[config.mk]
export PLATFORM = sky130hd
export DESIGN_NAME = fetch_stall_unit
export DESIGN_NICKNAME = d
export VERILOG_FILES = /design/src/rtl/fetch_stall_unit.sv
export SDC_FILE = /design/constraint.sdc
export NUM_CORES = 1
export LEC_CHECK = 0
export BUFFER_PORTS_ARGS = -buffer_cell sky130_fd_sc_hd__buf_2
export CAP_MARGIN = 30
export CORE_AREA = 2 2 174 125
export DETAILED_ROUTE_END_ITERATION = 8
export DIE_AREA = 0 0 176 127
export PLACE_DENSITY = 0.85
export SLEW_MARGIN = 10
export SYNTH_ARGS = -nofsm -noshare
export SYNTH_HDL_FRONTEND = slang
export SYNTH_SLANG_ARGS = --single-unit
[constraint.sdc]
create_clock -name clk -period 3.5 [get_ports clk]
set_input_delay 0.175 -clock clk [delete_from_list [all_inputs] [get_ports clk]]
set_output_delay 0.175 -clock clk [all_outputs]
set_load 0.01 [all_outputs]
[src/rtl/fetch_stall_unit.sv]
// fetch_stall_unit
// Register-side half of the load-use hazard handshake. Owns the fetch PC, the IF/ID pipeline
// register and the ID/EX control-bubble register, and keeps saturating stall/flush counters.
//
// Ports:
//   clk, reset         - rising-edge clock, asynchronous active-low reset
//   PCWrite            - 1 = PC may advance by 4
//   IFID_Write         - 1 = IF/ID may load {pc_out, instr_in}
//   IDEX_mux_out       - 0 = insert a bubble into ID/EX control
//   branch_taken       - EX-stage redirect; flushes IF/ID and ID/EX, overrides the enables
//   branch_target      - redirect address
//   instr_in           - instruction memory data for the current pc_out
//   id_ctrl_in         - decoded control for the instruction held in IF/ID
//   perf_clear         - synchronous clear of both counters (beats increment)
//   pc_out             - current fetch PC
//   IFID_pc/_instr/_valid - IF/ID contents
//   IDEX_ctrl/_valid   - control bundle and valid into EX
//   stall_count        - hazard bubble cycles (not counted when a branch coincides)
//   flush_count        - taken-branch flush cycles
module fetch_stall_unit #(
  parameter int unsigned    XLEN     = 64,
  parameter logic [XLEN-1:0] RESET_PC = '0,
  parameter int unsigned    CTRL_W   = 8,
  parameter int unsigned    CNT_W    = 32
) (
  input  logic              clk,
  input  logic              reset,
  input  logic              PCWrite,
  input  logic              IFID_Write,
  input  logic              IDEX_mux_out,
  input  logic              branch_taken,
  input  logic [XLEN-1:0]   branch_target,
  input  logic [31:0]       instr_in,
  input  logic [CTRL_W-1:0] id_ctrl_in,
  input  logic              perf_clear,
  output logic [XLEN-1:0]   pc_out,
  output logic [XLEN-1:0]   IFID_pc,
  output logic [31:0]       IFID_instr,
  output logic              IFID_valid,
  output logic [CTRL_W-1:0] IDEX_ctrl,
  output logic              IDEX_valid,
  output logic [CNT_W-1:0]  stall_count,
  output logic [CNT_W-1:0]  flush_count
);

  localparam logic [31:0]      Nop    = 32'h0000_0013;
  localparam logic [CNT_W-1:0] CntMax = '1;

  logic [XLEN-1:0]   pc_q, pc_d;
  logic [XLEN-1:0]   ifid_pc_q, ifid_pc_d;
  logic [31:0]       ifid_instr_q, ifid_instr_d;
  logic              ifid_valid_q, ifid_valid_d;
  logic [CTRL_W-1:0] idex_ctrl_q, idex_ctrl_d;
  logic              idex_valid_q, idex_valid_d;
  logic [CNT_W-1:0]  stall_cnt_q, stall_cnt_d;
  logic [CNT_W-1:0]  flush_cnt_q, flush_cnt_d;

  logic bubble;
  logic stall_evt;

  always_comb begin
    // PC: redirect beats the hazard hold; increment wraps naturally modulo 2^XLEN.
    pc_d = pc_q;
    if (branch_taken) begin
      pc_d = branch_target;
    end else if (PCWrite) begin
      pc_d = pc_q + XLEN'(4);
    end

    ifid_pc_d    = ifid_pc_q;
    ifid_instr_d = ifid_instr_q;
    ifid_valid_d = ifid_valid_q;
    if (branch_taken) begin
      ifid_pc_d    = '0;
      ifid_instr_d = Nop;
      ifid_valid_d = 1'b0;
    end else if (IFID_Write) begin
      ifid_pc_d    = pc_q;
      ifid_instr_d = instr_in;
      ifid_valid_d = 1'b1;
    end

    // An empty IF/ID slot must not launch its stale decode into EX.
    bubble       = branch_taken || !IDEX_mux_out || !ifid_valid_q;
    idex_ctrl_d  = bubble ? '0 : id_ctrl_in;
    idex_valid_d = !bubble;

    // A stall hidden under a flush is charged to the flush only.
    stall_evt   = !IDEX_mux_out && !branch_taken;
    stall_cnt_d = stall_cnt_q;
    flush_cnt_d = flush_cnt_q;
    if (perf_clear) begin
      stall_cnt_d = '0;
      flush_cnt_d = '0;
    end else begin
      if (stall_evt && (stall_cnt_q != CntMax)) begin
        stall_cnt_d = stall_cnt_q + CNT_W'(1);
      end
      if (branch_taken && (flush_cnt_q != CntMax)) begin
        flush_cnt_d = flush_cnt_q + CNT_W'(1);
      end
    end
  end

  always_ff @(posedge clk or negedge reset) begin
    if (!reset) begin
      pc_q         <= RESET_PC;
      ifid_pc_q    <= '0;
      ifid_instr_q <= Nop;
      ifid_valid_q <= 1'b0;
      idex_ctrl_q  <= '0;
      idex_valid_q <= 1'b0;
      stall_cnt_q  <= '0;
      flush_cnt_q  <= '0;
    end else begin
      pc_q         <= pc_d;
      ifid_pc_q    <= ifid_pc_d;
      ifid_instr_q <= ifid_instr_d;
      ifid_valid_q <= ifid_valid_d;
      idex_ctrl_q  <= idex_ctrl_d;
      idex_valid_q <= idex_valid_d;
      stall_cnt_q  <= stall_cnt_d;
      flush_cnt_q  <= flush_cnt_d;
    end
  end

  assign pc_out      = pc_q;
  assign IFID_pc     = ifid_pc_q;
  assign IFID_instr  = ifid_instr_q;
  assign IFID_valid  = ifid_valid_q;
  assign IDEX_ctrl   = idex_ctrl_q;
  assign IDEX_valid  = idex_valid_q;
  assign stall_count = stall_cnt_q;
  assign flush_count = flush_cnt_q;

endmodule

## Word level (Yosys, flattened, before mapping)

Cells that the tools add are included.

- Reductions and logical operators: 13
- Mux-type cells: 13
- Add/sub/neg operators: 3
- Equal/unequal tests: 2

Operators by type and width:

| operator | number |
|---|---|
| $mux 64 | 4 |
| $mux 32 | 6 |
| $add 32x1->32 const B | 2 |
| $add 64x3->64 const B | 1 |
| $ne 32x32->1 const B | 2 |
| $mux 8 | 1 |
| $reduce_bool 2->1 | 4 |
| $logic_not 1->1 | 4 |
| $logic_and 1x1->1 | 3 |
| $logic_or 1x1->1 | 2 |
| $mux 1 | 2 |

- Flip-flop bits (word level): 234
- Word-level logic and storage cells: 39
- Output and inout port bits: 234

## Depth between registers and ports, before layout

- Depth after elaboration: 5
- Depth in mapped cells: 8
- Gate-level depth less buffers: 6

## Least setup slack after synthesis

Ideal clock, no wire load.

- Path type: reg-to-reg
- From: reg pc_q[2], in the netlist pc_out[2]
- To: reg pc_q[56], in the netlist pc_out[56]
- Stages on the path, launching flop included: 8
- Path slack: 1.277 ns
- Library setup time: 0.082 ns
- Data arrival time: 2.141 ns
- Period minus slack after synthesis: 2.223 ns
- Path buffers: 1
- Cells stage by stage: dfrtp_1 > ha_1 > nand4_4 > nor4_4 > nand4_2 > buf_6 > or3_1 > a31oi_1

- Longest elaborated chain between the ends: 3

Ends and longest elaborated chain:

| what | RTL line | source |
|---|---|---|
| start: declaration | 49 | `logic [XLEN-1:0] pc_q, pc_d;` |
| start signal: assignment | 116 | `pc_q <= pc_d;` |
| $add 64x3->64 | 67 | `pc_d = pc_q + XLEN'(4);` |
| $mux 64 | 66 | `end else if (PCWrite) begin` |
| $mux 64 | 64 | `if (branch_taken) begin` |

No other way between the ends. The select of a mux whose other input is x is not followed.
A chain may end at the register's enable or synchronous reset.

## Final worst setup path

- From: reg pc_q[2], in the netlist pc_out[2]
- To: reg pc_q[60], in the netlist pc_out[60]

Same word-level chain as after synthesis.

==> impl_results.md <==
- Outcome: finished, violations left
- Failing checks: hold timing
- Post-DP HPWL: 23800 um
- Worst-skew pair later-pin latency: 510 ps
- Distinct cell type count after synthesis: 52
- Syn Inst Count: 1149
- Final Hold Fails: 1
- Crit path launch: pc_out[2]
- Starting Density: 55.8%
- Post-synth top area share: 50.5%
- Post-cts resize count: 0
- Mapped Area: 11400 um^2
- Fin Hold WS: -3.20 ps
- Vias in the first global route: 10800
- Post-synth EDFFs: 0
- Number of nets in the layout: 1692
- Sink Count: 234
- DRC viols: 0
- Final Routed Wirelength: 37500 um
- Clock buffer depth: 3
- Die X-Extent: 176 um
- Setup_tns: 0 ps
- VDD IR max: 0.449 mV
- Maximum clock frequency: 378 MHz
- Clock skew: 12.3 ps
- Mean Syn Cell Area: 9.96 um^2
- Worst-path maximum fanout: 15
- Initial DRT Pass Iterations: 6
- Seq cells post-synth: 234
- Final core utilization: 74.7%
- Die Span Y: 127 um
- Net switching power figure: 1.74 mW
- Cell taking the most area after synthesis: dfrtp_1
- Critical path capture point type: flip-flop
- Root Driver: clkbuf_16
- CP Data Required Time: 3930 ps
- RSZ-0062 raised after global routing: false
- GRT Overall Usage: 33.6%
- Max Cap Violations: 0
- Period minus WS final: 2640 ps
- Inserted Clock Buffers: 24
- Largest net degree at the start of global routing: 110
- Setup violators final: 0
- Routed len/inst: 20.0 um
- Initial antenna violation count: 3
- Pwr dens: 431 nW/um^2
- Min-delay src: perf_clear
- Max H-tree Level: 1
- Placer Congestion: 0.894
- Switch share: 26.4%
- Leakage power: 7.42 nW
- Reg power frac: 46.0%
- First-pass GRT wire length: 59800 um
- Clk pwr share: 40.7%
- Grt total ovfl: 0
- Std cell rows: 44
- Layout cells sized above 1: 26.6%
- Worst-Margin Slew: 886 ps
- Hold crit path type: in2reg
- Ys Warns: 0
- Arr. time, crit path: 3080 ps
- Comb power frac: 13.2%
- Post-route setup slack: 857 ps
- Cell Int Power: 4.87 mW
- Ranking of synthesized cells by area: dfrtp_1 50%, mux2i_1 9.1%, nor2_1 5.2%
- CTS clock-pin slew for the worst setup and hold paths: 70 ps
- ANT nets after route: 0
- Pins over their slew limit: 0
- Number of DRC markers in iteration 0: 985
- Post-Syn Nets: 1263
- Area grow syn2layout: 34.0%
- CTS tree: built
- Post-synth ARST share: 100%
- Register area share after synthesis: 51.2%
- I/O pin count: 345
- Critical R2R Launch: pc_out[2]
- DIE AREA: 22400 um^2
- Final Cycle Share: 75.5%
- Core Region: 20500 um^2
- Port bufs: 344
- CP Class: reg2reg
- Final Power: 6.61 mW
- DR vias: 11000
- Vias per cell: 5.84
- Pre-CTS setup slack: 923 ps
- Main synth FF type: dfrtp_1
- Critical Path Source Type: flip-flop
- Slew HR: 41.0%
==> state kept, by name (all words and copies together), names as in the netlist <==
| name | flops |
|---|---|
| stall_count | 32 |
| pc_out | 64 |
| flush_count | 32 |
| IDEX_ctrl | 8 |
| IFID_instr | 32 |
| IFID_pc | 64 |
| IFID_valid | 1 |
| IDEX_valid | 1 |
==> stage by stage <==
stage | area [um^2] | instances
2_1_floorplan | 11400 | 1149
3_3_place_gp | 13400 | 1720
3_5_place_dp | 13400 | 1720
4_1_cts | 15300 | 1869
5_1_grt | 15300 | 1875
6_report | 15300 | 1875
==> layout by cell type (no fill, tap or decap), types with 4 or more instances in the layout <==
cell type and n:
a311oi_1 4, o21ai_0 76, nand3_1 52, nand2_1 90
inv_1 12, clkbuf_16 25, buf_4 11, clkbuf_1 6
nand4_1 51, a21oi_1 29, a31oi_1 17, nor2_1 158
or3_1 34, nor3_1 13, buf_2 341, xor2_1 37
and4_1 14, mux2_2 6, and3_1 20, dlygate4sd3_1 105
a211oi_1 4, and2_1 10, dfrtp_1 231, or4_1 16
xnor2_1 30, o31ai_1 10, nor4_1 17, clkbuf_8 8
mux2i_1 104, nor4_2 4, nor2b_1 7, a2111oi_0 5
==> kinds of logic (layout without fill, tap and decap cells) <==
kind of cell | Yosys count | after routing | share of synthesized area [%]
AND/OR/NAND/NOR | 504 | 504 | 23.1
flip-flops | 234 | 234 | 51.2
AO/OA/AOI/OAI | 157 | 157 | 8.00
multiplexers | 110 | 110 | 9.68
buffers and inverters | 74 | 521 | 2.60
XOR/XNOR | 67 | 67 | 5.13
adder cells (fa/ha/maj) | 3 | 3 | 0.328
other | 0 | 3 | 0
==> what timing repair did <==
item,CTS,global route
hold endpoints to repair,206,0
endpoints found under the setup margin,0,0
hold buffers,105,0
buffers inserted,0,0
==> layout make-up <==
| class | instances | area, um^2 |
|---|---|---|
| timing repair buffer | 464 | 2950 |
| antenna | 3 | 7.51 |
| multi-input combinational | 841 | 5300 |
| clock buffer | 39 | 758 |
| sequential | 234 | 5860 |
| clock inverter | 5 | 75.1 |
| inverter | 13 | 48.8 |
| fill | 1409 | 5190 |
| tap | 276 | 345 |
==> worst max-delay path: stages (launching register included) <==
cell	delay, ps
dfrtp_1	460
ha_1	240
nand4_4	170
nor4_4	300
buf_4	230
nand4_2	370
or4_1	600
a31oi_1	190
==> power by group through the flow <==
| stage | sequential [mW] | clock (mW) | combinational, mW |
|---|---|---|---|
| floorplan | 3.11 | 0 | 0.319 |
| global placement | 3.07 | 0 | 0.741 |
| detailed placement | 3.08 | 0 | 0.754 |
| CTS | 3.03 | 2.70 | 0.852 |
| global route | 3.06 | 2.84 | 0.955 |
| finish | 3.04 | 2.69 | 0.875 |
==> final timing paths <==
| kind | to | slack (ps) | cells after the start |
|---|---|---|---|
| setup / recovery | pc_out[60] | 860 | 7 |
| hold / removal | flush_count[0] | -3 | 2 |
| setup reg to reg | pc_out[60] | 860 | 7 |
| hold reg to reg | IFID_pc[53] | 520 | 2 |
| max in group asynchronous | IFID_instr[1] | 2200 | 3 |
| min in group asynchronous | stall_count[16] | 300 | 2 |
==> metal layers <==
metal / up-vias / wire, um / share of wire, % / global-route usage [%]
met1: 5301 / 15800 / 42 / 46.9
met3: 102 / 2980 / 7.9 / 6.22
met5: - / 0 / 0 / 0
met4: 0 / 1210 / 3.2 / 10.5
met2: 561 / 17500 / 47 / 53.9
li1: 4988 / - / - / -
==> cells in the mapped netlist, drive strengths merged (10+ instances only) <==
cell type	instances
nor2	158
and3	20
inv	13
xnor2	30
or4	17
or3	34
nand3	52
dfrtp	231
nor4	23
buf	19
a21oi	29
xor2	37
clkbuf	42
and4	14
o21ai	76
a31oi	17
o31ai	10
nand2	90
nand4	55
and2	10
mux2i	104
nor3	13
Power figures use the tool's default switching activity.
